<file path="src/rtl/idv_osc_meas_ctl.sv">
// ----------------------------------------------------------------------------
// idv_osc_meas_ctl
//
// Measurement controller for the IDV ring-oscillator bank. It wakes the bank,
// enables one oscillator at a time, lets it warm up, then counts rising
// edges of the bank's pre-divided output over a programmable window of
// reference clocks. One result is produced per oscillator, either for a
// single index or for a sweep from osc_sel up to NOSC.
//
// Ports:
//   idvdebug_clki  reference clock, all state updates on its rising edge
//   idvrst_b       asynchronous active-low reset
//   start          request, sampled only while idle
//   abort          terminate the current operation, return to idle
//   sweep_mode     0: measure osc_sel only, 1: measure osc_sel..NOSC
//   osc_sel        first (or only) oscillator index, valid range 1..NOSC
//   win_len        window length in reference clocks (0 acts as 1)
//   osc_div_in     divided oscillator output, asynchronous to the clock
//   enosc          one-hot oscillator enable, bit i-1 enables oscillator i
//   sleep_b        bank awake while an operation is active
//   busy           operation in progress
//   cnt_valid      single-cycle result strobe
//   cnt_data       edge count (held until the next result)
//   cnt_sel        oscillator index belonging to cnt_data (held)
//   cnt_ovf        counter saturated during that window (held)
//   done           asserted with the final result of an operation
//   sel_err        one-cycle pulse after a start with an out-of-range index
// ----------------------------------------------------------------------------
module idv_osc_meas_ctl #(
   parameter int NOSC        = 63,
   parameter int SEL_W       = 7,
   parameter int CNT_W       = 16,
   parameter int WIN_W       = 16,
   parameter int SETTLE_CYC  = 8,
   parameter int SYNC_STAGES = 2
) (
   input  logic             idvdebug_clki,
   input  logic             idvrst_b,
   input  logic             start,
   input  logic             abort,
   input  logic             sweep_mode,
   input  logic [SEL_W-1:0] osc_sel,
   input  logic [WIN_W-1:0] win_len,
   input  logic             osc_div_in,
   output logic [NOSC-1:0]  enosc,
   output logic             sleep_b,
   output logic             busy,
   output logic             cnt_valid,
   output logic [CNT_W-1:0] cnt_data,
   output logic [SEL_W-1:0] cnt_sel,
   output logic             cnt_ovf,
   output logic             done,
   output logic             sel_err
);

   typedef enum logic [1:0] {
      S_IDLE    = 2'd0,
      S_SETTLE  = 2'd1,
      S_MEASURE = 2'd2,
      S_REPORT  = 2'd3
   } state_t;

   // One down-counter serves both the settle phase and the window, so it
   // must be wide enough for either load value.
   localparam int TMR_W = (WIN_W > $clog2(SETTLE_CYC + 1)) ? WIN_W : $clog2(SETTLE_CYC + 1);
   localparam logic [TMR_W-1:0] SETTLE_LOAD = TMR_W'(SETTLE_CYC - 1);
   localparam logic [SEL_W-1:0] NOSC_SEL    = SEL_W'(NOSC);
   localparam logic [CNT_W-1:0] CNT_MAX     = '1;

   state_t                 state_q, state_d;
   logic [SEL_W-1:0]       cur_q, cur_d;
   logic                   sweep_q, sweep_d;
   logic [WIN_W-1:0]       win_q, win_d;
   logic [TMR_W-1:0]       tmr_q, tmr_d;
   logic [CNT_W-1:0]       cnt_q, cnt_d;
   logic                   ovf_q, ovf_d;
   logic [SYNC_STAGES-1:0] sync_q, sync_d;
   logic                   prev_q, prev_d;
   logic [CNT_W-1:0]       res_data_q, res_data_d;
   logic [SEL_W-1:0]       res_sel_q, res_sel_d;
   logic                   res_ovf_q, res_ovf_d;
   logic                   sel_err_q, sel_err_d;

   logic                   sync_out;
   logic                   edge_det;
   logic                   sel_ok;
   logic                   last_osc;
   logic [WIN_W-1:0]       win_m1;
   logic [CNT_W-1:0]       cnt_inc;
   logic [CNT_W-1:0]       cnt_nxt;
   logic                   ovf_nxt;

   assign sync_out = sync_q[SYNC_STAGES-1];
   assign edge_det = sync_out & ~prev_q;
   assign sel_ok   = (osc_sel != '0) && (osc_sel <= NOSC_SEL);
   assign last_osc = !sweep_q || (cur_q >= NOSC_SEL);
   assign win_m1   = (win_q == '0) ? '0 : (win_q - WIN_W'(1));
   assign cnt_inc  = cnt_q + CNT_W'(1);

   // Saturating edge count for the current measure cycle.
   always_comb begin
      cnt_nxt = cnt_q;
      ovf_nxt = ovf_q;
      if (edge_det && (cnt_q != CNT_MAX)) begin
         cnt_nxt = cnt_inc;
         ovf_nxt = ovf_q | (cnt_inc == CNT_MAX);
      end
   end

   always_comb begin
      state_d    = state_q;
      cur_d      = cur_q;
      sweep_d    = sweep_q;
      win_d      = win_q;
      tmr_d      = tmr_q;
      cnt_d      = cnt_q;
      ovf_d      = ovf_q;
      res_data_d = res_data_q;
      res_sel_d  = res_sel_q;
      res_ovf_d  = res_ovf_q;
      sel_err_d  = 1'b0;
      prev_d     = sync_out;
      sync_d[0]  = osc_div_in;
      for (int unsigned i = 1; i < SYNC_STAGES; i++) begin
         sync_d[i] = sync_q[i-1];
      end

      unique case (state_q)
         S_IDLE: begin
            if (start && !abort) begin
               if (sel_ok) begin
                  cur_d   = osc_sel;
                  sweep_d = sweep_mode;
                  win_d   = win_len;
                  tmr_d   = SETTLE_LOAD;
                  state_d = S_SETTLE;
               end else begin
                  sel_err_d = 1'b1;
               end
            end
         end
         S_SETTLE: begin
            if (abort) begin
               state_d = S_IDLE;
            end else if (tmr_q == '0) begin
               tmr_d   = TMR_W'(win_m1);
               cnt_d   = '0;
               ovf_d   = 1'b0;
               state_d = S_MEASURE;
            end else begin
               tmr_d = tmr_q - TMR_W'(1);
            end
         end
         S_MEASURE: begin
            if (abort) begin
               state_d = S_IDLE;
            end else begin
               cnt_d = cnt_nxt;
               ovf_d = ovf_nxt;
               if (tmr_q == '0) begin
                  // Result registers load on the last window cycle, including
                  // that cycle's edge, so they are stable during REPORT.
                  res_data_d = cnt_nxt;
                  res_sel_d  = cur_q;
                  res_ovf_d  = ovf_nxt;
                  state_d    = S_REPORT;
               end else begin
                  tmr_d = tmr_q - TMR_W'(1);
               end
            end
         end
         S_REPORT: begin
            if (!abort && !last_osc) begin
               cur_d   = cur_q + SEL_W'(1);
               tmr_d   = SETTLE_LOAD;
               state_d = S_SETTLE;
            end else begin
               state_d = S_IDLE;
            end
         end
         default: state_d = S_IDLE;
      endcase
   end

   always_ff @(posedge idvdebug_clki or negedge idvrst_b) begin
      if (!idvrst_b) begin
         state_q    <= S_IDLE;
         cur_q      <= '0;
         sweep_q    <= 1'b0;
         win_q      <= '0;
         tmr_q      <= '0;
         cnt_q      <= '0;
         ovf_q      <= 1'b0;
         sync_q     <= '0;
         prev_q     <= 1'b0;
         res_data_q <= '0;
         res_sel_q  <= '0;
         res_ovf_q  <= 1'b0;
         sel_err_q  <= 1'b0;
      end else begin
         state_q    <= state_d;
         cur_q      <= cur_d;
         sweep_q    <= sweep_d;
         win_q      <= win_d;
         tmr_q      <= tmr_d;
         cnt_q      <= cnt_d;
         ovf_q      <= ovf_d;
         sync_q     <= sync_d;
         prev_q     <= prev_d;
         res_data_q <= res_data_d;
         res_sel_q  <= res_sel_d;
         res_ovf_q  <= res_ovf_d;
         sel_err_q  <= sel_err_d;
      end
   end

   // Enable is dropped in REPORT so consecutive sweep oscillators never
   // overlap.
   always_comb begin
      enosc = '0;
      if ((state_q == S_SETTLE) || (state_q == S_MEASURE)) begin
         for (int unsigned i = 0; i < NOSC; i++) begin
            enosc[i] = (cur_q == SEL_W'(i + 1));
         end
      end
   end

   assign sleep_b   = (state_q != S_IDLE);
   assign busy      = (state_q != S_IDLE);
   assign cnt_valid = (state_q == S_REPORT);
   assign done      = (state_q == S_REPORT) && last_osc && !abort;
   assign cnt_data  = res_data_q;
   assign cnt_sel   = res_sel_q;
   assign cnt_ovf   = res_ovf_q;
   assign sel_err   = sel_err_q;

endmodule

</file>
<file path="config.mk">
export PLATFORM = sky130hd
export DESIGN_NAME = idv_osc_meas_ctl
export DESIGN_NICKNAME = d
export VERILOG_FILES = /design/src/rtl/idv_osc_meas_ctl.sv
export SDC_FILE = /design/constraint.sdc
export NUM_CORES = 1
export LEC_CHECK = 0
export BUFFER_PORTS_ARGS = -buffer_cell sky130_fd_sc_hd__buf_2
export CORE_ASPECT_RATIO = 1.1
export CORE_MARGIN = 4
export CORE_UTILIZATION = 35
export CTS_BUF_LIST = sky130_fd_sc_hd__clkbuf_8
export DETAILED_ROUTE_END_ITERATION = 6
export PLACE_DENSITY = 0.64
export REMOVE_ABC_BUFFERS = 1
export SYNTH_ARGS = -nofsm -noshare
export SYNTH_HDL_FRONTEND = slang
export SYNTH_SLANG_ARGS = --single-unit
</file>
<file path="constraint.sdc">
create_clock -name idvdebug_clki -period 5.45 [get_ports idvdebug_clki]
set_input_delay 1.09 -clock idvdebug_clki [delete_from_list [all_inputs] [get_ports idvdebug_clki]]
set_output_delay 1.09 -clock idvdebug_clki [all_outputs]
set_load 0.01 [all_outputs]
</file>
Yosys cells after proc, flatten, opt, wreduce, memory -nomap -nowiden
Cells that the tools add are included.

operators by class
  reduce and logical (&&, ||, !) cells = 24
  muxes and demuxes = 35
  add/subtract/negate cells = 4
  eq/ne operators = 77
  $lt $le $gt $ge = 2
  bitwise gates (word level) = 4
  shift-type cells = 0
  divide/modulo/power cells = 0
  multiply operators = 0

operators by type and width
  kind                     count
  $eq A7 B6 Y1 const B     32
  $mux W16                 12
  $eq A7 B5 Y1 const B     16
  $pmux W16 S4             1
  $mux W63                 1
  $eq A7 B4 Y1 const B     8
  $logic_not A16 Y1        2
  $pmux W16 S2             1
  $sub A16 B1 Y16 const B  2
  $eq A7 B3 Y1 const B     4
  $mux W7                  3
  $add A16 B1 Y16 const B  1
  $eq A16 B16 Y1 const B   1
  $ne A16 B16 Y1 const B   1
  $eq A7 B2 Y1 const B     2
  $pmux W7 S2              1
  $mux W2                  6
  $ne A2 B2 Y1 const B     6
  $reduce_and A4 Y1        3
  $mux W1                  8
  $pmux W2 S4              1
  $add A7 B1 Y7 const B    1
  $eq A7 B1 Y1 const B     1
  $ge A7 B6 Y1 const B     1
  other kinds (17)         31

word-level totals
  bits in writable memories = 0
  ROM bits = 0
  latch bits = 0
  bits of input ports = 29
  register bits = 87
  word-level logic and storage cells = 159
  memories kept = 0
  output and inout port bits = 92

Depth between registers and ports, before layout
  depth in word-level cells = 6
  depth in mapped cells = 11
  depth with buffers taken out = 8

Worst setup path after synthesis
No wires, ideal clock.

  path type = reg2reg
  from = register win_q[9]
  to = register tmr_q[12]
  stages on the path, launching flop included = 9
  path buffers = 2
  required time = 5326 ps
  library setup time = 124 ps
  period minus slack after synthesis = 2616 ps
  setup slack = 2834 ps
  arrival time = 2492 ps
  cells stage by stage = dfrtp_1 -> or4_4 -> or4_4 -> or4_4 -> and3_4 -> buf_6 -> buf_8 -> a22oi_2 -> o21ai_1

on the way
  word-level cells in the longest chain between the ends = 5
  elaborated cells on any way between the ends = 6
  those cells by class = 1 x add/sub; 4 x mux; 1 x reduce/logical

RTL lines
  item                                                         RTL line  text
  from (decl)                                                  73        logic [WIN_W-1:0] win_q, win_d;
  from (signal assigned)                                       204       win_q <= win_d;
  $sub A16 B1 Y16 / $logic_not A16 Y1 (equally long branches)  97        assign win_m1 = (win_q == '0) ? '0 : (win_q - WIN_W'(1));
  $mux W16 *                                                   97
  $mux W16 *                                                   145       end else if (tmr_q == '0) begin
  $mux W16 *                                                   143       if (abort) begin
  $pmux W16 S4 *                                               128       unique case (state_q)
  to (signal assigned)                                         205       tmr_q <= tmr_d;
  to (decl)                                                    74        logic [TMR_W-1:0] tmr_q, tmr_d;

Mark *: on every way between the ends. The rest lies on a longest branch, timed or not. The select of a mux whose other input is x is not followed.
A chain may end at the register's enable or synchronous reset.

Final worst setup path
  from = register state_q[1]
  to = output enosc[60]

on the way
  word-level cells in the longest chain between the ends = 3
  elaborated cells on any way between the ends = 4
  those cells by class = 2 x eq/ne; 1 x mux; 1 x reduce/logical

RTL lines
  item                                                 RTL line  text
  from (decl)                                          70        state_t state_q, state_d;
  from (signal assigned)                               201       state_q <= state_d;
  $eq A2 B1 Y1 / $eq A2 B2 Y1 (equally long branches)  221       if ((state_q == S_SETTLE) || (state_q == S_MEASURE)) begin
  $logic_or A1 B1 Y1 *                                 221
  $mux W63 *                                           221
  to (decl)                                            45        output logic [NOSC-1:0] enosc,

Mark *: on every way between the ends. The rest lies on a longest branch, timed or not.

==> run metrics <==
Chip Width=127.3 um; Hold Path Stages=0; crit end category=output port; vias per cell=5.215; Total Nets Final=about 800; GPL Wtd Cong=0.8475; max-slew violation count=0; dpl hpwl=10390 um; share of cells above drive strength 1=22.92%; TritonCTS sink count=87; Ant. Diodes=0; largest net degree at the start of global routing=52; worst-case reg-to-reg path depth=7; Req. time, crit path=4360 ps; Bufs on Longest Clock Path=2; Worst Path Arrival=2270 ps; clk_lat worst skew=around 350 ps; hold buffers post-CTS=0; final WL=14180 um; Slew HR=30.64%; placed cell count=roughly 940; Final Cycle Share=61.61%; reg-to-reg endpoint=cnt_q[11]$_DFFE_PN0P_; initial antenna violation count=0; critical path type=register to output port; Tightest Hold Check Type=register to register; Pwr Density=381.5 nW/um^2; yosys warns=0; Hold Path Origin=sync_q[0]$_DFF_PN0_; synthesized flop and latch total=just under 90; crit path max fanout=24; TritonCTS clock tree=built; postcts setup bufs=0; RSZ-0062 raised after global routing=no; CP max stage delay=770 ps; maxcap violations=0; worst reg2reg startpoint=cnt_q[0]$_DFFE_PN0P_; FF-to-FF setup slack=2450 ps; # setup viols final=0; WP buf/inv=2; H-tree depth=3; status=complete, no violations; I/O Buffers=120; Initial Util=35.97%; Netlist cell types=64; Hold EP=sync_q[1]$_DFF_PN0_; Hold Vio Cnt, Final=0; first-pass GRT wire length=23670 um; routed vias=4980; startpoint class of the critical path=register; final worst clock skew=14.26 ps; vias in the first global route=4754; Resized cells post-CTS=0; gr ovfl total=0; syn avg cell area=8.264 sq um; Routed Antenna Nets=0; Crit path depth=5; Die ar.=between 15000 and 20000 sq um; TritonCTS Buffers=9; Core Region=around 15000 sq um; Crit path max-delay family=adder cells; LEAKAGE=about 2.9 nW; clock-pin slew on the worst setup and hold paths=~80 ps; DRC violations left=0; Fillers=1509; Top Ports=121; worst-path cell chain=inv_1, ha_1, nand3_1, nor2_1, buf_2; Non-Filler Instances=955; first-pass iteration count of the detailed router=5; Mapped Area=5479 sq um; routed len/inst=around 15 um; area grow syn2layout=16.69%; ys async rst share=100.0%; Mapped Cells=663; slowest CP cell=ha_1; fmax=297.8 MHz; Slew @ Worst Pin=1037 ps; Top FF cell, synth=dfrtp_1; GRT Total Usage=15.92%; die height=between 100 and 150 um; setup tns final=0 ps; sequential area share after synthesis=39.74%; CTS root buf=clkbuf_8; number of synthesized flops with an enable pin=0; Peak VDD IR=0.1246 mV; Tmin final=between 3000 and 4000 ps; DRT iter0 DRCs=278; row cnt=47
[stage by stage]
stage / setup WS, ps / hold slack (ps) / utilization, % / power (mW) / cell area, sq um
2_1_floorplan: 2382 / 331.2 / - / 1.647 / 5276
3_3_place_gp: 2489 / 334.8 / 40.56 / 1.958 / 6177
3_5_place_dp: 2352 / 337.9 / 40.56 / 1.971 / 6177
4_1_cts: 2083 / 358.8 / 41.98 / 2.465 / 6394
5_1_grt: 1897 / 359.9 / 41.98 / 2.642 / 6394
6_report: 2092 / 354.7 / 41.98 / 2.439 / 6394
[cells in the mapped netlist (3+ instances only)]
| master | n | area (sq um) |
|---|---|---|
| nor4b_1 | 3 | 26.28 |
| or3_1 | 5 | 31.28 |
| nor3_1 | 15 | 75.07 |
| a22oi_2 | 3 | 37.54 |
| inv_1 | 17 | 63.81 |
| nor2_1 | 96 | 360.4 |
| nand4_1 | 11 | 68.82 |
| a41oi_1 | 5 | 43.79 |
| mux2i_1 | 3 | 30.03 |
| o211ai_1 | 4 | 30.03 |
| o21ai_1 | 10 | 50.05 |
| nand4b_1 | 3 | 26.28 |
| and3_1 | 7 | 43.79 |
| nand3b_1 | 6 | 45.04 |
| o21ai_0 | 60 | 300.3 |
| a21oi_1 | 30 | 150.1 |
| o31ai_1 | 7 | 52.55 |
| nand2b_1 | 10 | 62.56 |
| o41ai_1 | 4 | 35.03 |
| clkbuf_1 | 39 | 146.4 |
| a31oi_1 | 6 | 37.54 |
| dfrtp_1 | 87 | 2177 |
| nor4_1 | 14 | 87.58 |
| or4_4 | 3 | 33.78 |
| nand2_1 | 74 | 277.8 |
| a211oi_1 | 3 | 22.52 |
| xnor2_1 | 14 | 122.6 |
| nor2b_1 | 5 | 31.28 |
| xor2_1 | 19 | 166.4 |
| and2_1 | 3 | 18.77 |
| nand3_1 | 30 | 150.1 |
| ha_1 | 13 | 162.7 |
| mux2_2 | 16 | 180.2 |
[flip-flops by register name, summed over array words and instances, names as in the netlist]
| name | flops |
|---|---|
| cnt_data | 16 |
| cnt_q | 16 |
| tmr_q | 16 |
| win_q | 16 |
| cnt_sel | 7 |
| cur_q | 7 |
| state_q | 2 |
| sync_q | 2 |
| cnt_ovf | 1 |
| ovf_q | 1 |
| prev_q | 1 |
| sel_err | 1 |
| sweep_q | 1 |
[power breakdown]
part	internal [mW]	switching [mW]
clock	0.252	0.230
combinational	0.368	0.640
sequential	0.778	0.172
[per-layer routing]
layer / vias to the layer above / GRT usage (%) / wire length [um]
li1: 2510 / - / -
met1: 2315 / 21.59 / 6638
met2: 142 / 26.06 / 6586
met3: 13 / 2.798 / 758
met4: 0 / 4.630 / 200
met5: - / 0 / 0
[how the worst max path moves through the flow]
stage | start | endpoint | slack, ps
3_3_place_gp | state_q[1]$_DFFE_PN0P_ | enosc[29] | 2490
6_report | state_q[1]$_DFFE_PN0P_ | enosc[60] | 2090
4_1_cts | state_q[1]$_DFFE_PN0P_ | enosc[29] | 2080
2_1_floorplan | abort | cnt_q[15]$_DFFE_PN0P_ | 2380
5_1_grt | state_q[1]$_DFFE_PN0P_ | enosc[60] | 1900
3_5_place_dp | osc_sel[3] | tmr_q[15]$_DFFE_PN0P_ | 2350
[cell families (layout without fill, tap and decap cells)]
kind of cell               after synthesis  after routing  synth area share [%]
adders and majority gates               13             13                 2.969
xor gates and xnor gates                33             33                 5.275
buffers and inverters                   63            159                 4.864
AOI/OAI and AO/OA                      150            150                 16.88
and+or+nand+nor                        298            298                 26.44
DFF                                     87             87                 39.74
muxes                                   19             19                 3.836
[layout make-up]
class                           instances  area [sq um]  share of cell area (%)
Inverter                               17         63.81                  0.9980
Clock inverter                          4         51.30                  0.8023
Tap cell                              196         245.2                   3.836
Multi-Input combinational cell        513          3043                   47.59
Timing Repair Buffer                  126         648.1                   10.14
Clock buffer                           12         165.2                   2.583
Sequential cell                        87          2177                   34.05
[cell usage in the layout (no fill, tap or decap), types with 14 or more instances in the layout]
| cell | synthesis | layout |
|---|---|---|
| buf_2 | 2 | 119 |
| nor2_1 | 96 | 96 |
| dfrtp_1 | 87 | 87 |
| nand2_1 | 74 | 74 |
| o21ai_0 | 60 | 60 |
| nand3_1 | 30 | 30 |
| a21oi_1 | 30 | 30 |
| xor2_1 | 19 | 19 |
| inv_1 | 17 | 18 |
| mux2_2 | 16 | 16 |
| nor3_1 | 15 | 15 |
| nor4_1 | 14 | 14 |
| xnor2_1 | 14 | 14 |
(Power assumes the default switching activity.)
